`config.mk`:
```
export PLATFORM = sky130hd
export DESIGN_NAME = load_store_unit_flat
export DESIGN_NICKNAME = d
export VERILOG_FILES = /design/src/rtl/load_store_unit_if.sv /design/src/rtl/load_store_unit.sv /design/src/flat_wrapper.sv
export SDC_FILE = /design/constraint.sdc
export NUM_CORES = 1
export LEC_CHECK = 0
export BUFFER_PORTS_ARGS = -buffer_cell sky130_fd_sc_hd__buf_2
export CAP_MARGIN = 0
export CORE_MARGIN = 5
export CORE_UTILIZATION = 47
export CTS_BUF_LIST = sky130_fd_sc_hd__clkbuf_16
export CTS_CLUSTER_DIAMETER = 100
export DETAILED_ROUTE_END_ITERATION = 6
export PLACE_DENSITY = 0.83
export SLEW_MARGIN = 20
export SYNTH_ARGS = -nofsm -noshare
export SYNTH_HDL_FRONTEND = slang
export SYNTH_SLANG_ARGS = --single-unit
```
`constraint.sdc`:
```
create_clock -name clk -period 6.8 [get_ports clk]
set_input_delay 1.36 -clock clk [delete_from_list [all_inputs] [get_ports clk]]
set_output_delay 1.36 -clock clk [all_outputs]
set_load 0.1 [all_outputs]
```
`src/rtl/load_store_unit_if.sv`:
```
// rtl/load_store_unit_if.sv - core request/response and memory-side signals of the load/store unit
interface load_store_unit_if #(
  parameter int W = 32,
  parameter int N = 5
);
  logic         req_valid;
  logic         req_ready;
  logic         req_write;
  logic [1:0]   req_size;
  logic         req_unsigned;
  logic [N+1:0] req_addr;
  logic [W-1:0] req_wdata;
  logic         resp_valid;
  logic         resp_err;
  logic [W-1:0] resp_rdata;
  logic [N-1:0] address;
  logic         MemRead;
  logic         MemWrite;
  logic [W-1:0] write_data;
  logic [W-1:0] read_data;

  modport slave (
    input  req_valid, req_write, req_size, req_unsigned, req_addr, req_wdata, read_data,
    output req_ready, resp_valid, resp_err, resp_rdata, address, MemRead, MemWrite, write_data
  );

  modport master (
    output req_valid, req_write, req_size, req_unsigned, req_addr, req_wdata, read_data,
    input  req_ready, resp_valid, resp_err, resp_rdata, address, MemRead, MemWrite, write_data
  );
endinterface

```
`src/rtl/load_store_unit.sv`:
```
// rtl/load_store_unit.sv - single-outstanding load/store unit with byte/half read-modify-write
module load_store_unit #(
  parameter int W = 32,
  parameter int N = 5
) (
  input  logic              clk,
  input  logic              rst,
  load_store_unit_if.slave  bus
);
  typedef enum logic [2:0] {IDLE, RD, CAPT, WR, RESP} state_t;

  localparam logic [1:0] SZ_BYTE = 2'b00;
  localparam logic [1:0] SZ_HALF = 2'b01;
  localparam logic [1:0] SZ_WORD = 2'b10;

  state_t       state_q, state_d;
  logic         write_q, write_d;
  logic [1:0]   size_q, size_d;
  logic         uns_q, uns_d;
  logic [N+1:0] addr_q, addr_d;
  logic [W-1:0] wdata_q, wdata_d;
  logic [W-1:0] word_q, word_d;
  logic [W-1:0] rdata_q, rdata_d;
  logic         err_q, err_d;

  logic         bad_req;
  logic [W-1:0] merged;
  logic [W-1:0] shifted;
  logic [W-1:0] extracted;

  assign bad_req = (bus.req_size == 2'b11)
                || (bus.req_size == SZ_HALF && bus.req_addr[0])
                || (bus.req_size == SZ_WORD && bus.req_addr[1:0] != 2'b00);

  // Store word: the captured memory word with only the addressed lane(s) replaced.
  always_comb begin
    merged = word_q;
    case (size_q)
      SZ_BYTE: merged[{addr_q[1:0], 3'b000} +: 8]  = wdata_q[7:0];
      SZ_HALF: merged[{addr_q[1], 4'b0000} +: 16]  = wdata_q[15:0];
      default: merged = wdata_q;
    endcase
  end

  always_comb begin
    shifted = bus.read_data >> {addr_q[1:0], 3'b000};
    case (size_q)
      SZ_BYTE: extracted = uns_q ? {{(W-8){1'b0}}, shifted[7:0]}
                                 : {{(W-8){shifted[7]}}, shifted[7:0]};
      SZ_HALF: extracted = uns_q ? {{(W-16){1'b0}}, shifted[15:0]}
                                 : {{(W-16){shifted[15]}}, shifted[15:0]};
      default: extracted = bus.read_data;
    endcase
  end

  always_comb begin
    state_d = state_q;
    write_d = write_q;
    size_d  = size_q;
    uns_d   = uns_q;
    addr_d  = addr_q;
    wdata_d = wdata_q;
    word_d  = word_q;
    rdata_d = rdata_q;
    err_d   = err_q;
    case (state_q)
      IDLE: begin
        if (bus.req_valid) begin
          write_d = bus.req_write;
          size_d  = bus.req_size;
          uns_d   = bus.req_unsigned;
          addr_d  = bus.req_addr;
          wdata_d = bus.req_wdata;
          if (bad_req) begin
            err_d   = 1'b1;
            rdata_d = '0;
            state_d = RESP;
          end else if (bus.req_write && bus.req_size == SZ_WORD) begin
            state_d = WR;
          end else begin
            state_d = RD;
          end
        end
      end
      RD: state_d = CAPT;
      CAPT: begin
        // Loads finish here; sub-word stores keep the word for the merge in WR.
        word_d = bus.read_data;
        if (write_q) begin
          state_d = WR;
        end else begin
          rdata_d = extracted;
          err_d   = 1'b0;
          state_d = RESP;
        end
      end
      WR: begin
        rdata_d = '0;
        err_d   = 1'b0;
        state_d = RESP;
      end
      RESP: state_d = IDLE;
      default: state_d = IDLE;
    endcase
  end

  always_ff @(posedge clk or posedge rst) begin
    if (rst) begin
      state_q <= IDLE;
      write_q <= 1'b0;
      size_q  <= 2'b00;
      uns_q   <= 1'b0;
      addr_q  <= '0;
      wdata_q <= '0;
      word_q  <= '0;
      rdata_q <= '0;
      err_q   <= 1'b0;
    end else begin
      state_q <= state_d;
      write_q <= write_d;
      size_q  <= size_d;
      uns_q   <= uns_d;
      addr_q  <= addr_d;
      wdata_q <= wdata_d;
      word_q  <= word_d;
      rdata_q <= rdata_d;
      err_q   <= err_d;
    end
  end

  assign bus.req_ready  = (state_q == IDLE);
  assign bus.resp_valid = (state_q == RESP);
  assign bus.resp_err   = err_q;
  assign bus.resp_rdata = rdata_q;
  assign bus.address    = addr_q[N+1:2];
  assign bus.MemRead    = (state_q == RD);
  assign bus.MemWrite   = (state_q == WR);
  assign bus.write_data = (state_q == WR) ? merged : '0;
endmodule

```
`src/flat_wrapper.sv`:
```
// flat-port wrapper written by rule: the top's interface ports become plain ports
module load_store_unit_flat 
#(
  parameter int W = 32,
  parameter int N = 5
)
  (clk, rst, bus_req_valid, bus_req_write, bus_req_size, bus_req_unsigned, bus_req_addr, bus_req_wdata, bus_read_data, bus_req_ready, bus_resp_valid, bus_resp_err, bus_resp_rdata, bus_address, bus_MemRead, bus_MemWrite, bus_write_data);
  load_store_unit_if #(.W(W), .N(N)) bus_i ();
  input  logic clk;
  input  logic rst;
  input wire logic [$bits(bus_i.req_valid)-1:0] bus_req_valid;
  input wire logic [$bits(bus_i.req_write)-1:0] bus_req_write;
  input wire logic [$bits(bus_i.req_size)-1:0] bus_req_size;
  input wire logic [$bits(bus_i.req_unsigned)-1:0] bus_req_unsigned;
  input wire logic [$bits(bus_i.req_addr)-1:0] bus_req_addr;
  input wire logic [$bits(bus_i.req_wdata)-1:0] bus_req_wdata;
  input wire logic [$bits(bus_i.read_data)-1:0] bus_read_data;
  output wire logic [$bits(bus_i.req_ready)-1:0] bus_req_ready;
  output wire logic [$bits(bus_i.resp_valid)-1:0] bus_resp_valid;
  output wire logic [$bits(bus_i.resp_err)-1:0] bus_resp_err;
  output wire logic [$bits(bus_i.resp_rdata)-1:0] bus_resp_rdata;
  output wire logic [$bits(bus_i.address)-1:0] bus_address;
  output wire logic [$bits(bus_i.MemRead)-1:0] bus_MemRead;
  output wire logic [$bits(bus_i.MemWrite)-1:0] bus_MemWrite;
  output wire logic [$bits(bus_i.write_data)-1:0] bus_write_data;
  assign bus_i.req_valid = bus_req_valid;
  assign bus_i.req_write = bus_req_write;
  assign bus_i.req_size = bus_req_size;
  assign bus_i.req_unsigned = bus_req_unsigned;
  assign bus_i.req_addr = bus_req_addr;
  assign bus_i.req_wdata = bus_req_wdata;
  assign bus_i.read_data = bus_read_data;
  assign bus_req_ready = bus_i.req_ready;
  assign bus_resp_valid = bus_i.resp_valid;
  assign bus_resp_err = bus_i.resp_err;
  assign bus_resp_rdata = bus_i.resp_rdata;
  assign bus_address = bus_i.address;
  assign bus_MemRead = bus_i.MemRead;
  assign bus_MemWrite = bus_i.MemWrite;
  assign bus_write_data = bus_i.write_data;
  load_store_unit #(.W(W), .N(N)) u_core (.clk(clk), .rst(rst), .bus(bus_i));
endmodule
```
==> results of run 1 <==
power by group through the flow:
| stage | clock (mW) | combinational [mW] | sequential, mW |
|---|---|---|---|
| after global routing | 0.512 | 2.59 | 1.38 |
| after CTS | 0.486 | 2.44 | 1.34 |
| final | 0.477 | 2.45 | 1.35 |
| after global placement | 0 | 2.39 | 1.33 |
| after detailed placement | 0 | 2.43 | 1.35 |
| after floorplan | 0 | 1.53 | 1.78 |
flip-flops by register name, indices dropped and copies added (netlist names):
| name | flops |
|---|---|
| u_core.addr_q | 7 |
| u_core.bus.resp_err | 1 |
| u_core.bus.resp_rdata | 32 |
| u_core.size_q | 2 |
| u_core.state_q | 3 |
| u_core.uns_q | 1 |
| u_core.wdata_q | 32 |
| u_core.word_q | 32 |
| u_core.write_q | 1 |
metrics by stage:
stage	util [%]	instance area (µm²)
final	55.5	7290
after global routing	55.5	7290
after CTS	55.4	7280
after detailed placement	53.5	7030
after global placement	53.5	7030
after floorplan	-	6220
logic make-up (layout without fill, tap and decap cells):
family / count (synthesis) / after routing
muxes: 100 / 100
DFF: 111 / 111
and+or+nand+nor: 147 / 147
buffers and inverters: 59 / 185
AOI/OAI and AO/OA: 168 / 168
adders and majority gates: 5 / 5
worst paths after layout:
check	startpoint	endpoint	cells after the start
max in group asynchronous	rst	u_core.bus.resp_rdata[27]	3
min in group asynchronous	rst	u_core.wdata_q[2]	2
max	u_core.addr_q[0]	bus_write_data[30]	7
min	u_core.bus.resp_rdata[13]	u_core.bus.resp_rdata[13]	1
min reg2reg	u_core.bus.resp_rdata[13]	u_core.bus.resp_rdata[13]	1
max reg2reg	u_core.state_q[0]	u_core.bus.resp_rdata[23]	6
layout by cell type (no fill, tap or decap), drive strengths merged, types with 7 or more instances in the layout:
cell type,count
nand3,7
buf,159
a221o,17
o21ai,29
a221oi,16
clkbuf,9
mux2,83
nor2,25
nor3,19
or2,7
mux2i,16
a21oi,41
a22oi,9
a211o,8
o211a,8
o2bb2ai,7
inv,12
nor2b,17
nand2,52
a22o,9
dfrtp,111
o22ai,16
cell type report:
type	instances	area, µm²
fillers	1183	5850
multi-input cells	420	3170
flip-flops and latches	111	2780
repair buffers	159	820
clock buffers	9	225
well taps	176	220
inverters	11	43.8
clock inverters	6	31.3
per-layer routing:
metal / vias to the layer above / wire, µm / part of all wire [%]
met5: - / 0 / 0
met4: 0 / 592 / 3.2
met3: 46 / 1380 / 7.5
met2: 248 / 8450 / 46
met1: 2608 / 7940 / 43
li1: 2434 / - / -
worst max-delay path: stages (launching register included):
cell and delay (ps):
dfrtp_1 850, inv_1 310, ha_1 320, nor2_1 170
nor4b_2 710, a221oi_1 190, o21ai_0 260, buf_2 470
synthesized netlist by cell type, types with 12 or more instances:
library cell / number
o21ai_0: 29
mux2i_1: 16
dfrtp_1: 111
nor2b_1: 17
a221oi_1: 16
nor3_1: 19
nor2_1: 25
mux2_2: 83
buf_2: 12
clkbuf_1: 24
o22ai_1: 16
a221o_1: 17
nand2_1: 52
a21oi_1: 41
==> flow_metrics.tcl, run 1 <==
set metrics [dict create \
    grt_use_met3_pct 5.88 \
    clockBufferDepth 2 \
    ys_warn_count 0 \
    ant_nets 0 \
    pwr-share-clk_pct 11.2 \
    synth_fa_ha_area_share_pct 1.01 \
    p_leak_nw 3.49 \
    peakVddDrop_v 0.000382 \
    synth_area_leaders "dfrtp_1 (45%), mux2_2 (15%), a21oi_1 (3.3%), nand2_1 (3.1%), a221o_1 (2.7%)" \
    cts.clk_slew.worst_paths_ps 70 \
    ys_ff_latch 111 \
    grt_max_degree 83 \
    io_buffers 151 \
    worstPathArrival_ps 3640 \
    num_io_pins 152 \
    busiest_layer "met2" \
    layout.cells.non_filler 892 \
    grt_pass1_vias 5245 \
    start_kind "flop" \
    finalClockSkew_ps 7.05 \
    place_hpwl_um 13300 \
    synth_async_sr_flop_share_pct 100 \
    gp_congestion 0.942 \
    fp.dieW_um 125 \
    finalPower_mw 4.27 \
    crit_type "flop to output port" \
    switching_share_pct 53.2 \
    synth-compound-area-share_pct 19.4 \
    postSynthAreaPerCell_um2 10.6 \
    viasPerCell 5.98 \
    row_count 42 \
    synthDistinctLibCells 48 \
    use_met1_pct 31.9 \
    cts_setup_buffers 0 \
    synthCells 590 \
    relSlewSlack_pct 32.7 \
    p_int_mw 2.00 \
    drive_gt1_share_pct 38.0 \
    post-route-min-period_ps 5000 \
    netlist_area_um2 6220 \
    die-height_um 125 \
    setup_viol 0 \
    fin_nets 795 \
    worstSkewPairLatency_ps 350 \
    wl_per_cell_um 20.6 \
    grt_first_pass_wirelength_um 28600 \
    cts_tree "yes" \
    design.core.area_um2 13100 \
    synth_area_leader_cell "dfrtp_1" \
    r2r_slack_ps 4180 \
    critPathRequiredTime_ps 5440 \
    synth_fp_nets 673 \
    drtIter0Drc 722 \
    synth_mux_area_share_pct 17.9 \
    drcViolationCount 0 \
    htreeDepth 3 \
    cts.sinks 111 \
    dieArea_um2 15600 \
    rsz0062_at_grt "no" \
    initial_core_util_pct 47.4 \
    hold_ws_ps 493 \
    antenna_cells 0 \
    power_frac_seq_pct 31.6 \
    yosys_most_used_dff "dfrtp_1" \
    report.final.slew_viol_count 0 \
    wl_um 18400 \
    hp-class "flop to flop" \
    grt_use_met2_pct 35.2 \
    synth_top_family_by_area "compound AO/OA/AOI/OAI gates" \
    hold_violations 0 \
    cts_hold_buf 0 \
    tns_ps 0 \
    synthSimpleGateAreaFrac_pct 12.3 \
    grt_usage_pct 23.0 \
    fin_crit_sh_pct 73.5 \
    grt_overflow 0 \
    max_clock_freq_mhz 200 \
    seq_area_frac_synth_pct 44.6 \
    cap_violations 0 \
    antenna_found_initial 0 \
    worstPathMaxFanout 27 \
    synthXorXnorAreaFrac_pct 0 \
    pre_cts_slack_ps 2310 \
    switchingPower_mw 2.27 \
    power.share.combinational_pct 57.3 \
    tightest_slew_ps 1010 \
    synth_edf_count 0 \
    synth_top_cell_area_share_pct 44.6 \
    power_density_nw_per_um2 587 \
    numPlacedInstances 877 \
    outcome "finished clean" \
    cts_buffers 9 \
    cts_root_buf "clkbuf_16" \
    syn_to_final_growth_pct 17.0 \
    drt-pass1-iter-count 5 \
    cts_resized 0 \
    cp-end-kind "output port" \
    layout_setup_ws_ps 1800 \
    vias 5336 \
]
No activity file was read; power rests on OpenSTA's default activity.
==> run 2, diff against run 1 <==
Settings changed: ABC_AREA set to 1, PLACE_DENSITY 0.83 to 0.82.
Clock period 6.8 ns to 4.73 ns, I/O delays scaled along.
==> flow_metrics.tcl, run 2 <==
set metrics [dict create \
    worstPathArrival_ps 3200 \
    synth_common_cells "nand2_1 (340), dfrtp_1 (111), a21oi_1 (82), o21ai_0 (82), nor2_1 (64)" \
    start_kind "flop" \
    yosys_most_used_dff "dfrtp_1" \
    drive_gt1_share_pct 20.0 \
    hp-class "flop to flop" \
    power_density_nw_per_um2 695 \
    row_count 42 \
    drcViolationCount 0 \
    fin_nets 1112 \
    cts_setup_buffers 0 \
    critPathTopFamily "buffers and inverters" \
    cp-end-kind "output port" \
    final_cell_mix "nand2_1 (339), buf_2 (151), dfrtp_1 (111)" \
    synth_area_leader_cell "dfrtp_1" \
    worstSkewPairLatency_ps 360 \
    outcome "finished clean" \
    seq_area_frac_synth_pct 43.2 \
    synthDistinctLibCells 32 \
    routed-wl-met3_um 1740 \
    cpPeakStageDelay_ps 610 \
    crit_type "flop to output port" \
    synth_area_leaders "dfrtp_1 (43%), nand2_1 (20%), a21oi_1 (6.4%), o21ai_0 (6.4%), nand3_1 (4.5%)" \
    cts_root_buf "clkbuf_16" \
    top_layer_used "met4" \
    fin_crit_sh_pct 87.7 \
    initial_core_util_pct 48.3 \
    finalClockSkew_ps 10.8 \
    drtIter0Drc 757 \
    cts.clk_slew.worst_paths_ps 80 \
    drt-pass1-iter-count 5 \
    synth_async_sr_flop_share_pct 100 \
    cts_resized 0 \
    critPathLaunch "u_core.addr_q[1]" \
    dieArea_um2 16100 \
    grt_first_pass_wirelength_um 32100 \
    gp_congestion 0.991 \
    grt_usage_pct 25.2 \
    fp.dieW_um 127 \
    syn_to_final_growth_pct 16.3 \
    setup_viol 0 \
    rsz0062_at_grt "no" \
    ant_nets 0 \
    tightest_slew_ps 1010 \
    hold_violations 0 \
    finalPower_mw 5.19 \
    synth_edf_count 0 \
    die-height_um 127 \
    grt_pass1_vias 6231 \
    place_hpwl_um 14900 \
    wl_met1_um 8380 \
    met2_wirelength_um 9190 \
    htreeDepth 3 \
    clockBufferDepth 2 \
    crit_slowest_cell "dfrtp_1" \
    max_clock_freq_mhz 241 \
    report.final.slew_viol_count 0 \
    vias 6528 \
    final_common_cell "nand2_1" \
    crit_chain "inv_4, ha_1, clkinv_1, nor4_4, nand2_1, a21oi_1, buf_2" \
    p_leak_nw 4.04 \
    relSlewSlack_pct 32.6 \
    num_io_pins 152 \
    ys_warn_count 0 \
    wl_um 20100 \
    netlist_area_um2 6420 \
    synth_fp_nets 997 \
    synth_top_cell_area_share_pct 43.2 \
    tns_ps 0 \
    post-route-min-period_ps 4150 \
    antenna_found_initial 1 \
    peakVddDrop_v 0.000672 \
    cts_hold_buf 0 \
    r2r_start "u_core.state_q[2]" \
    cap_violations 0 \
    critPathRequiredTime_ps 3780 \
    grt_max_degree 69 \
    yosysMostFrequentCell "nand2_1" \
    postSynthAreaPerCell_um2 7.03 \
    viasPerCell 5.39 \
    wl_per_cell_um 16.6 \
    synthCells 914 \
    fillers 1347 \
    worstPathMaxFanout 17 \
    io_buffers 151 \
    r2r_slack_ps 2250 \
    grt_overflow 0 \
    cp_num_buf_inv 3 \
    hp-start "u_core.addr_q[6]" \
    cts_buffers 9 \
    ys_ff_latch 111 \
    cts.sinks 111 \
    cts_tree "yes" \
    design.core.area_um2 13300 \
]
## run 2: cell types whose count changed in the layout (fill, tap and decap cells not counted), sizes merged, moves of 16 or more
cell | previous run | this run
a221oi | 16 | 0
nor3 | 19 | 1
o21ai | 29 | 83
mux2 | 83 | 0
nand3 | 7 | 62
nor2b | 17 | 0
nor2 | 25 | 71
inv | 12 | 71
nand2 | 52 | 343
mux2i | 16 | 0
a221o | 17 | 0
a21oi | 41 | 83
## run 2: metal layers
metal	GRT usage [%]	up-vias
met5	0	-
met4	11.9	0
met3	5.76	52
met2	38.2	299
met1	34.2	3015
li1	-	3162
## run 2: cell families after synthesis
| group | share of synthesized area, % |
|---|---|
| and+or+nand+nor | 31.8 |
| DFF | 43.2 |
| adders and majority gates | 0.974 |
| AOI/OAI and AO/OA | 15.5 |
| buffers and inverters | 8.47 |
## run 2: where the power goes
part	internal (mW)	total (mW)	switching, mW	leakage (nW)
sequential	1.33	1.63	0.307	1.39
clock	0.366	0.740	0.374	0.144
combinational	0.673	2.82	2.14	2.50
total	2.37	5.19	2.82	4.04
## run 2: worst register-to-register path, stage by stage (launching register included)
cell	delay (ps)
dfrtp_1	440
inv_2	110
nand2_1	80
nor2_4	80
buf_4	480
nand2_1	240
nand3_2	670
nor2_1	90
nand2_1	120
nand2_1	50
## run 2: metrics by stage
stage	hold slack [ps]	instances	setup slack, ps	cell area (µm²)	utilization [%]
6_report	469	1211	580	7470	56.2
5_1_grt	490	1211	347	7470	56.2
4_1_cts	472	1210	632	7470	56.2
3_5_place_dp	453	1194	1030	7190	54.1
3_3_place_gp	454	1194	1120	7190	54.1
2_1_floorplan	442	914	592	6420	-
## run 2: area by class of cell
class / count / area [µm²] / area share, %
sequential: 111 / 2780 / 37.2
clock inverter: 7 / 55.1 / 0.737
clock buffer: 9 / 225 / 3.02
multi-input combinational: 680 / 3110 / 41.6
timing repair buffer: 159 / 816 / 10.9
inverter: 68 / 265 / 3.55
tap: 176 / 220 / 2.95
antenna: 1 / 2.50 / 0.0335
## run 2: path summary, 6_finish.rpt
kind                                              to  cells after the start
min                                 u_core.addr_q[6]                      2
max                                bus_write_data[2]                      7
min reg2reg                         u_core.addr_q[6]                      2
min in group asynchronous         u_core.wdata_q[15]                      2
max in group asynchronous           u_core.size_q[0]                      3
max reg2reg                u_core.bus.resp_rdata[22]                      9
==> run 3, diff against run 2 <==
Settings changed: ABC_AREA 1 to unset, CORE_UTILIZATION 47 to 40, MAX_ROUTING_LAYER set to met4, PLACE_DENSITY 0.82 to 0.74.
==> flow_metrics.tcl, run 3 (synthesis gave the netlist of run 1 again) <==
set metrics [dict create \
    drive_gt1_share_pct 39.4 \
    top_layer_used "met4" \
    syn_to_final_growth_pct 27.2 \
    tns_ps 0 \
    design.core.area_um2 15300 \
    grt_max_degree 47 \
    post-route-min-period_ps 4410 \
    peakVddDrop_v 0.000643 \
    clockBufferDepth 2 \
    drtIter0Drc 441 \
    cap_violations 0 \
    cts_setup_buffers 0 \
    die-height_um 135 \
    gp_congestion 0.938 \
    wl_per_cell_um 21.0 \
    vias 5403 \
    rsz0062_at_grt "no" \
    wl_um 19600 \
    crit_chain "inv_1, ha_1, nor2_1, nor4b_2, a221oi_1, o21ai_1, buf_12" \
    cts_resized 0 \
    fillers 1374 \
    power_density_nw_per_um2 806 \
    setup_viol 0 \
    viasPerCell 5.80 \
    num_io_pins 152 \
    tightest_slew_ps 1070 \
    final_common_cell "buf_2" \
    fp.dieW_um 135 \
    row_count 45 \
    place_hpwl_um 14300 \
    grt_pass1_vias 5292 \
    hold_violations 0 \
    finalPower_mw 6.38 \
    grt_usage_pct 22.1 \
    start_kind "flop" \
    cts.sinks 111 \
    grt_first_pass_wirelength_um 30100 \
    met2_wirelength_um 9200 \
    final_cell_mix "buf_2 (119), dfrtp_1 (111), mux2_2 (83)" \
    critPathRequiredTime_ps 3780 \
    placed_area_um2 7600 \
    report.final.slew_viol_count 0 \
    antenna_found_initial 1 \
    worstPathMaxFanout 27 \
    fin_crit_sh_pct 93.2 \
    cp-end-kind "output port" \
    htreeDepth 3 \
    drt-pass1-iter-count 7 \
    pre_cts_slack_ps 779 \
    ant_nets 0 \
    dieArea_um2 18200 \
    fin_nets 797 \
    worstSkewPairLatency_ps 360 \
    max_clock_freq_mhz 227 \
    outcome "finished clean" \
    worstPathArrival_ps 3460 \
    io_buffers 151 \
    cts_hold_buf 0 \
    drcViolationCount 0 \
    cts_root_buf "clkbuf_16" \
    relSlewSlack_pct 28.6 \
    cts_buffers 9 \
    cts_tree "yes" \
    crit_slowest_cell "dfrtp_1" \
    p_leak_nw 3.61 \
    crit_type "flop to output port" \
    wl_met1_um 8200 \
    cpPeakStageDelay_ps 880 \
    cts.clk_slew.worst_paths_ps 70 \
    hp-class "flop to flop" \
    initial_core_util_pct 40.8 \
    routed-wl-met3_um 1550 \
    grt_overflow 0 \
    layout_setup_ws_ps 321 \
    finalClockSkew_ps 6.48 \
    finalInstanceArea_um2 7920 \
]
-- run 3: changes by cell type in the layout (fill, tap and decap cells not counted), sizes merged, moves of 9 or more --
cell / change
nor3: +18
a21oi: -42
a22o: +9
inv: -58
mux2: +83
nand2: -291
o21ai: -54
nand3: -55
a221oi: +16
a22oi: +9
nor2: -46
a221o: +17
mux2i: +16
nor2b: +17
-- run 3: path summary, 6_finish.rpt --
path	from	endpoint	slack, ps	cells after the start
setup / recovery	u_core.addr_q[0]	bus_write_data[29]	320	7
hold / removal	u_core.bus.resp_rdata[14]	u_core.bus.resp_rdata[14]	480	1
setup reg to reg	u_core.state_q[1]	u_core.bus.resp_rdata[22]	2130	5
hold reg to reg	u_core.bus.resp_rdata[14]	u_core.bus.resp_rdata[14]	480	1
max in group asynchronous	rst	u_core.wdata_q[10]	3190	3
min in group asynchronous	rst	u_core.wdata_q[5]	660	2
-- run 3: critical path: cells and delay by family, from the launching register on --
kind / cells / cell delay (ps)
AOI/OAI and AO/OA: 2 / 460
buffers and inverters: 2 / 510
and+or+nand+nor: 2 / 910
adders and majority gates: 1 / 330
DFF: 1 / 880
-- run 3: per-stage QoR --
stage | util, % | hold slack [ps] | instances
floorplan | - | 481 | 590
global route | 51.9 | 508 | 931
CTS | 51.9 | 488 | 930
finish | 51.9 | 483 | 931
detailed placement | 49.8 | 471 | 914
global placement | 49.8 | 462 | 914
-- run 3: power by group --
group	total (mW)	internal, mW	switching (mW)
registers	1.98	1.41	0.569
logic	3.59	1.17	2.42
clock network	0.812	0.461	0.351
-- run 3: layout make-up --
cell class | count | area (µm²) | share of cell area (%)
multi-input cells | 420 | 3210 | 40.5
flip-flops and latches | 111 | 2780 | 35.1
repair buffers | 161 | 1310 | 16.6
well taps | 211 | 264 | 3.33
clock buffers | 9 | 225 | 2.84
clock inverters | 7 | 87.6 | 1.11
inverters | 11 | 43.8 | 0.553
diodes | 1 | 2.50 | 0.0316
-- run 3: metal layers --
metal | global-route usage, % | vias to the layer above
met2 | 33.7 | 273
met3 | 5.48 | 55
met1 | 28.9 | 2638
met4 | 7.41 | 0
li1 | - | 2437
met5 | - | -
